===== config.mk =====
export PLATFORM = sky130hd
export DESIGN_NAME = vec_dot_pipe
export DESIGN_NICKNAME = d
export VERILOG_FILES = /design/src/rtl/vec_dot_pipe.sv
export SDC_FILE = /design/constraint.sdc
export NUM_CORES = 2
export LEC_CHECK = 0
export ABC_CLOCK_PERIOD_IN_PS = 13900
export CORE_MARGIN = 2
export CORE_UTILIZATION = 51
export DETAILED_ROUTE_END_ITERATION = 16
export PLACE_DENSITY = 0.75
export SLEW_MARGIN = 20
export SYNTH_ARGS = -nofsm -noshare
export SYNTH_HDL_FRONTEND = slang
export SYNTH_SLANG_ARGS = --single-unit

===== constraint.sdc =====
create_clock -name clk -period 13.9 [get_ports clk]
set_input_delay 4.17 -clock clk [delete_from_list [all_inputs] [get_ports clk]]
set_output_delay 4.17 -clock clk [all_outputs]
set_load 0.02 [all_outputs]

===== src/rtl/vec_dot_pipe.sv =====
// Pipelined LANES-wide dot-product engine: multiply, reduce, accumulate/output.
// Define DOTP_ACCUM_EN to accumulate multi-beat packets delimited by in_last.
module vec_dot_pipe #(
  parameter int unsigned WIDTH = 32,
  parameter int unsigned LANES = 2
) (
  input  logic                    clk,
  input  logic                    rst_n,
  input  logic                    in_valid,
  output logic                    in_ready,
  input  logic                    in_last,
  input  logic [LANES*WIDTH-1:0]  a_vec,
  input  logic [LANES*WIDTH-1:0]  b_vec,
  output logic                    out_valid,
  input  logic                    out_ready,
  output logic [WIDTH-1:0]        out_data,
  output logic [15:0]             out_beats
);

  localparam int unsigned CW = 16;

  logic             advance;
  logic [WIDTH-1:0] p [LANES];
  logic             v1;
  logic [WIDTH-1:0] sum;
  logic [WIDTH-1:0] s2;
  logic             v2;

  // Whole pipeline moves as one; a stalled result freezes every stage.
  assign advance  = !out_valid || out_ready;
  assign in_ready = advance;

`ifdef DOTP_ACCUM_EN
  logic          last1;
  logic          last2;
  logic [WIDTH-1:0] acc;
  logic [CW-1:0] cnt;
`else
  logic unused_last;
  assign unused_last = in_last;
`endif

  // S1: per-lane products, low WIDTH bits
  always_ff @(posedge clk) begin
    if (!rst_n) begin
      v1 <= 1'b0;
      for (int i = 0; i < int'(LANES); i++) p[i] <= '0;
`ifdef DOTP_ACCUM_EN
      last1 <= 1'b0;
`endif
    end else if (advance) begin
      v1 <= in_valid;
      for (int i = 0; i < int'(LANES); i++)
        p[i] <= a_vec[i*WIDTH +: WIDTH] * b_vec[i*WIDTH +: WIDTH];
`ifdef DOTP_ACCUM_EN
      last1 <= in_last;
`endif
    end
  end

  // S2: lane reduction
  always_comb begin
    sum = '0;
    for (int i = 0; i < int'(LANES); i++) sum = sum + p[i];
  end

  always_ff @(posedge clk) begin
    if (!rst_n) begin
      v2 <= 1'b0;
      s2 <= '0;
`ifdef DOTP_ACCUM_EN
      last2 <= 1'b0;
`endif
    end else if (advance) begin
      v2 <= v1;
      s2 <= sum;
`ifdef DOTP_ACCUM_EN
      last2 <= last1;
`endif
    end
  end

  // S3: accumulate partial sums, emit on the last beat of a packet
`ifdef DOTP_ACCUM_EN
  always_ff @(posedge clk) begin
    if (!rst_n) begin
      acc       <= '0;
      cnt       <= '0;
      out_valid <= 1'b0;
      out_data  <= '0;
      out_beats <= '0;
    end else if (advance) begin
      if (v2 && last2) begin
        out_data  <= acc + s2;
        out_beats <= (cnt == {CW{1'b1}}) ? cnt : cnt + CW'(1);
        out_valid <= 1'b1;
        acc       <= '0;
        cnt       <= '0;
      end else begin
        out_valid <= 1'b0;
        if (v2) begin
          acc <= acc + s2;
          cnt <= (cnt == {CW{1'b1}}) ? cnt : cnt + CW'(1);
        end
      end
    end
  end
`else
  always_ff @(posedge clk) begin
    if (!rst_n) begin
      out_valid <= 1'b0;
      out_data  <= '0;
      out_beats <= '0;
    end else if (advance) begin
      out_valid <= v2;
      if (v2) begin
        out_data  <= s2;
        out_beats <= CW'(1);
      end
    end
  end
`endif

endmodule

# --- Word-level counts from Yosys, hierarchy flattened ---
# Memory sizes are Yosys's and may differ from the RTL's.
# Cells that the tools add are included.
word_totals:
  regBits: 68
  latchBits: 0
  ram_bits: 64
  rom_bits: 0
  word_cells: 21
  n_memories: 1
mem_list:
  columns: ["name", "words", "word_bits", "rd", "rd_ports_with_merged_regs", "wr", "line_no", "text"]
  rows:
  - ["p", 2, 32, 2, 0, 2, "23", "logic [WIDTH-1:0] p [LANES];"]
classes:
  addsub: 1
  mul: 2
  div_mod_pow: 0
  magnitude_cmp: 0
  eq_ne: 0
  shifts: 0
  n_mux: 6
  bitwise_logic: 2
  reduce_logical: 3
ops:
  columns: ["cell", "n"]
  rows:
  - ["$mul 32x32->32", 2]
  - ["$mux 32", 2]
  - ["$add 32x32->32", 1]
  - ["$mux 1", 4]
  - ["$or 1x1->1", 2]
  - ["$reduce_and 2->1", 1]
  - ["$logic_not 1->1", 1]
  - ["$logic_or 1x1->1", 1]

# --- Depth between registers and ports, before layout ---
logic_depth:
  depth_word: 6
  depth_mapped: 31

# --- Worst setup path before layout ---
# No wires, ideal clock.
synth_timing:
  kind: "input-to-reg"
  start: "input b_vec[2]"
  end: "memory p[0][30], data pin"
  arrival_ps: 10916
  required_ps: 13646
  path_slack_ps: 2729
  path_stages: 25
  path_buffers: 2
  path_cell_list: "clkbuf_1 > clkbuf_1 > nand2_1 > fa_1 > fa_1 > fa_1 > fa_1 > inv_1 > fa_1 > inv_1 > fa_1 > inv_1 > fa_1 > fa_1 > ha_1 > a21o_1 > a21o_1 > a21o_1 > a21oi_1 > and2b_2 > o41a_1 > or4_1 > a31oi_1 > xor2_1 > nor2_1"
synth_rtl:
  columns: ["item", "line_no", "text"]
  rows:
  - ["start, declared", "13", "input logic [LANES*WIDTH-1:0] b_vec,"]
  - ["end, declared", "23", null]

==> results by stage <==
Outcome:
- The flow ran to the end, and the final reports show no timing, DRC or antenna violations.

Setup path:
- The critical path is of the in -> reg type.
- Data on the critical path is required at its endpoint by 14.06 ns.
- The worst register-to-register path has a setup slack of 10.19 ns.
- STA classifies the critical path startpoint as an input pin.
- The launching element of the worst setup path is b_vec[2].
- The source of the worst register-to-register timing path is p[0][32]$_SDFFCE_PN0P_.
- The largest driver fanout on the critical path is 22.
- The endpoint class of the critical path is a flip-flop.
- STA puts the critical path data arrival time at 12.23 ns.

Routing:
- The post-detailed-routing wire length is 97,000 um.
- In the routed layout, each cell is associated on average with a via count of 5.39.
- In the routed design, unresolved DRC markers number 0.
- The iteration count of the initial detailed-routing pass is 5.
- The routed via count is 27,621.
- The detail route stage leaves a number of antenna-violating nets equal to 0.
- The post-detailed-route wirelength per cell is 18.9 um.
- The iteration-0 DRC count of the detailed router is 1,794.

CTS:
- Clock tree synthesis inserted a total of 17 buffers.
- After clock tree synthesis, the repair step resized 0 gates.
- The source-to-sink clock delay at the later pin of the worst-skew pair is 0.42 ns.
- The number of setup buffers added after CTS is 0.
- The clock tree root driver cell is sky130_fd_sc_hd__clkbuf_16.
- The number of hold buffers added after CTS is 0.
- TritonCTS built the clock tree.
- The number of clock sinks is 132.
- After clock tree synthesis, the clock-pin slew on the worst setup and hold paths is 0.07 ns.
- The count of H-tree levels built during CTS is 4.
- The longest clock path from root to sink contains 2 buffers.

Timing:
- Setup repair after global routing left no endpoint under its margin.
- Clock skew on the completed layout was measured at 0.0123 ns.
- Counting I/O delays and the setup requirement, the final critical path takes 12.08 ns.
- The actual transition at the worst max-transition pin is 1.14 ns.
- The number of max-slew violations in the final report is 0.
- The number of setup violations in the final report is 0.
- The fmax is 82.8 MHz.
- The setup TNS is 0 ns.
- The final critical path takes up 86.9% of the cycle.
- Headroom to the max-slew limit came out at 23.5%.
- The number of endpoints with negative hold slack in the final report came to 0.

Final layout:
- The area growth from synthesis to layout is 8.36%.
- The net count of the finished layout is 5,382.
- The layout has 6,482 filler cells.
- Of the cells placed in the final design, the portion with a size suffix greater than 1 is 2.74%.

GRT:
- After global routing, the most crowded layer is met2.
- The met3 routing resource usage after global routing is 5.41%.
- The initial antenna violation count is 0.
- Global routing used 35.2% of the available met1 tracks.
- For this run the aggregate overflow at the end of global routing stands at 0.
- The maximum number of pins on one net before global-route repair is 65.
- The via count of the first global-routing pass is 30,359.
- The first global-routing pass estimated 160,000 um of wire.
- The global-route usage over all layers is 27.2%.
- The global routing usage on met2 is 45.5%.

Die:
- The effective utilization at floorplan is 51.2%.
- In this run the horizontal extent of the chip is 274 um.
- The floorplan step defined a die boundary enclosing 75,100 um2.
- The area of the core is 72,600 um2.
- 183 I/O pins were placed.
- The floorplan step set the die height to 274 um.
- The count of standard-cell rows is 99.

Run:
- Max-cap violations in this run came to 0.

Synthesis:
- Sequential cells were found to cover 8.83% of the synthesized design area.
- In the synthesized netlist the dominant register cell turns out to be sky130_fd_sc_hd__dfxtp_1.
- Synthesis handed over a netlist of 4,107 instances.
- The post-synthesis average cell area is 9.05 um2.
- The synthesized design contains 64 enable-type register cells.
- During synthesis, Yosys emitted a total of 0 warnings.
- The total standard cell area after synthesis is 37,200 um2.
- The unique cell type count in the Yosys netlist is 60.
- The async set or reset register ratio after synthesis is 0%.
- In this run, synthesis produced a sequential element count of 132.

Hold path:
- In this run the most critical hold path is launched from s2[20]$_SDFFE_PN0N_.
- The tightest min-delay check is of the reg -> reg type.

Placed design:
- Routability-driven placement finished with a final weighted congestion of 0.944.
- The wire-length estimate of the detail-placed layout is 76,700 um.
- The number of port buffers is 166.
==> flip-flops by register name (all words and copies together), names as in the netlist <==
signal	flops
s2	32
v2	1
p	64
out_valid	1
out_data	32
v1	1
out_beats	1
==> area by class of cell <==
type,count,area [um2],share of cell area [%]
Clock buffer,19,454,1.13
Multi-Input combinational cell,2947,30000,74.4
Sequential cell,132,3280,8.15
Tap cell,959,1200,2.98
Inverter,825,3100,7.68
Clock inverter,13,121,0.301
Timing Repair Buffer,232,2150,5.33
Antenna cell,2,5.00,0.0124
==> metal layers <==
layer	vias to the layer above	part of all wire, %
met1	14000	40
li1	12170	-
met4	0	3.9
met5	-	0
met2	1191	48
met3	260	8.7
==> worst max-delay path, stage by stage <==
cell and delay (ns):
sky130_fd_sc_hd__clkdlybuf4s50_1 0.96, sky130_fd_sc_hd__and2_1 0.41, sky130_fd_sc_hd__fa_1 0.53, sky130_fd_sc_hd__inv_1 0.05
sky130_fd_sc_hd__fa_1 0.50, sky130_fd_sc_hd__fa_1 0.47, sky130_fd_sc_hd__fa_1 0.55, sky130_fd_sc_hd__inv_1 0.05
sky130_fd_sc_hd__fa_1 0.50, sky130_fd_sc_hd__inv_1 0.06, sky130_fd_sc_hd__fa_1 0.53, sky130_fd_sc_hd__inv_1 0.05
sky130_fd_sc_hd__fa_1 0.50, sky130_fd_sc_hd__fa_1 0.44, sky130_fd_sc_hd__ha_1 0.41, sky130_fd_sc_hd__nand4_1 0.12
sky130_fd_sc_hd__a211oi_1 0.07, sky130_fd_sc_hd__a2111oi_4 0.45, sky130_fd_sc_hd__o31ai_1 0.17, sky130_fd_sc_hd__a31o_1 0.29
sky130_fd_sc_hd__a2111oi_2 0.46, sky130_fd_sc_hd__o21bai_1 0.14, sky130_fd_sc_hd__a21oi_2 0.16, sky130_fd_sc_hd__xnor2_1 0.13
sky130_fd_sc_hd__nor2_1 0.05
==> placed cells by master, fill, tap and decap left out, types with 59 or more instances in the layout <==
cell type / synthesis / routed
sky130_fd_sc_hd__a21oi_1: 107 / 107
sky130_fd_sc_hd__and2_1: 532 / 531
sky130_fd_sc_hd__buf_4: 15 / 66
sky130_fd_sc_hd__clkdlybuf4s50_1: 0 / 164
sky130_fd_sc_hd__dfxtp_1: 68 / 68
sky130_fd_sc_hd__edfxtp_1: 64 / 64
sky130_fd_sc_hd__fa_1: 817 / 817
sky130_fd_sc_hd__ha_1: 277 / 277
sky130_fd_sc_hd__inv_1: 824 / 822
sky130_fd_sc_hd__nand2_1: 650 / 648
sky130_fd_sc_hd__nor2_1: 99 / 99
sky130_fd_sc_hd__xnor2_1: 137 / 137
sky130_fd_sc_hd__xor2_1: 59 / 59
==> cells in the mapped netlist, types with 4 or more instances <==
library cell | number | area [um2]
sky130_fd_sc_hd__a211oi_1 | 16 | 120
sky130_fd_sc_hd__a21o_1 | 34 | 255
sky130_fd_sc_hd__a21oi_1 | 107 | 536
sky130_fd_sc_hd__a31oi_1 | 8 | 50.1
sky130_fd_sc_hd__and2_1 | 532 | 3330
sky130_fd_sc_hd__and3_1 | 15 | 93.8
sky130_fd_sc_hd__buf_4 | 15 | 113
sky130_fd_sc_hd__clkbuf_1 | 198 | 743
sky130_fd_sc_hd__dfxtp_1 | 68 | 1360
sky130_fd_sc_hd__edfxtp_1 | 64 | 1920
sky130_fd_sc_hd__fa_1 | 817 | 16400
sky130_fd_sc_hd__ha_1 | 277 | 3470
sky130_fd_sc_hd__inv_1 | 824 | 3090
sky130_fd_sc_hd__nand2_1 | 650 | 2440
sky130_fd_sc_hd__nand2b_1 | 19 | 119
sky130_fd_sc_hd__nand3_1 | 10 | 50.1
sky130_fd_sc_hd__nand4_1 | 4 | 25.0
sky130_fd_sc_hd__nor2_1 | 99 | 372
sky130_fd_sc_hd__nor2b_1 | 10 | 62.6
sky130_fd_sc_hd__nor3_1 | 15 | 75.1
sky130_fd_sc_hd__o211ai_1 | 6 | 45.0
sky130_fd_sc_hd__o21a_1 | 12 | 90.1
sky130_fd_sc_hd__o21ai_0 | 50 | 250
sky130_fd_sc_hd__o21bai_1 | 8 | 60.1
sky130_fd_sc_hd__o22ai_1 | 4 | 25.0
sky130_fd_sc_hd__o31ai_1 | 5 | 37.5
sky130_fd_sc_hd__xnor2_1 | 137 | 1200
sky130_fd_sc_hd__xor2_1 | 59 | 517
==> per-stage QoR <==
step | area (um2) | cells | utilization (%) | hold WS, ns | setup slack (ns)
finish | 40300 | 5129 | 55.5 | 0.451 | 1.82
global route | 40300 | 5127 | 55.5 | 0.469 | 1.41
CTS | 40300 | 5127 | 55.5 | 0.453 | 1.86
detailed placement | 39700 | 5095 | 54.7 | 0.445 | 1.42
global placement | 39700 | 5095 | 54.7 | 0.439 | 1.46
floorplan | 37200 | 4121 | - | 0.425 | 2.73
==> cells by family (layout without fill, tap and decap cells) <==
| kind of cell | Yosys count | in the layout | synth area share, % |
|---|---|---|---|
| and+or+nand+nor | 1363 | 1363 | 17.8 |
| adders and majority gates | 1094 | 1094 | 53.3 |
| buffers and inverters | 1042 | 1089 | 10.7 |
| AOI/OAI and AO/OA | 279 | 279 | 4.73 |
| xor gates and xnor gates | 196 | 196 | 4.62 |
| DFF | 132 | 132 | 8.83 |
| other | 1 | 17 | 0.0101 |
==> path summary, 6_finish.rpt <==
path                                                  end  depth (start not counted)
worst max-delay path               p[0][31]$_SDFFCE_PN0P_                         25
worst min-delay path            out_data[20]$_SDFFE_PN0P_                          2
worst max register to register        s2[28]$_SDFFE_PN0N_                         14
worst min register to register  out_data[20]$_SDFFE_PN0P_                          2
Power is not shown: default switching activity piles up to over one toggle a cycle in this logic, so the estimate is an artifact.
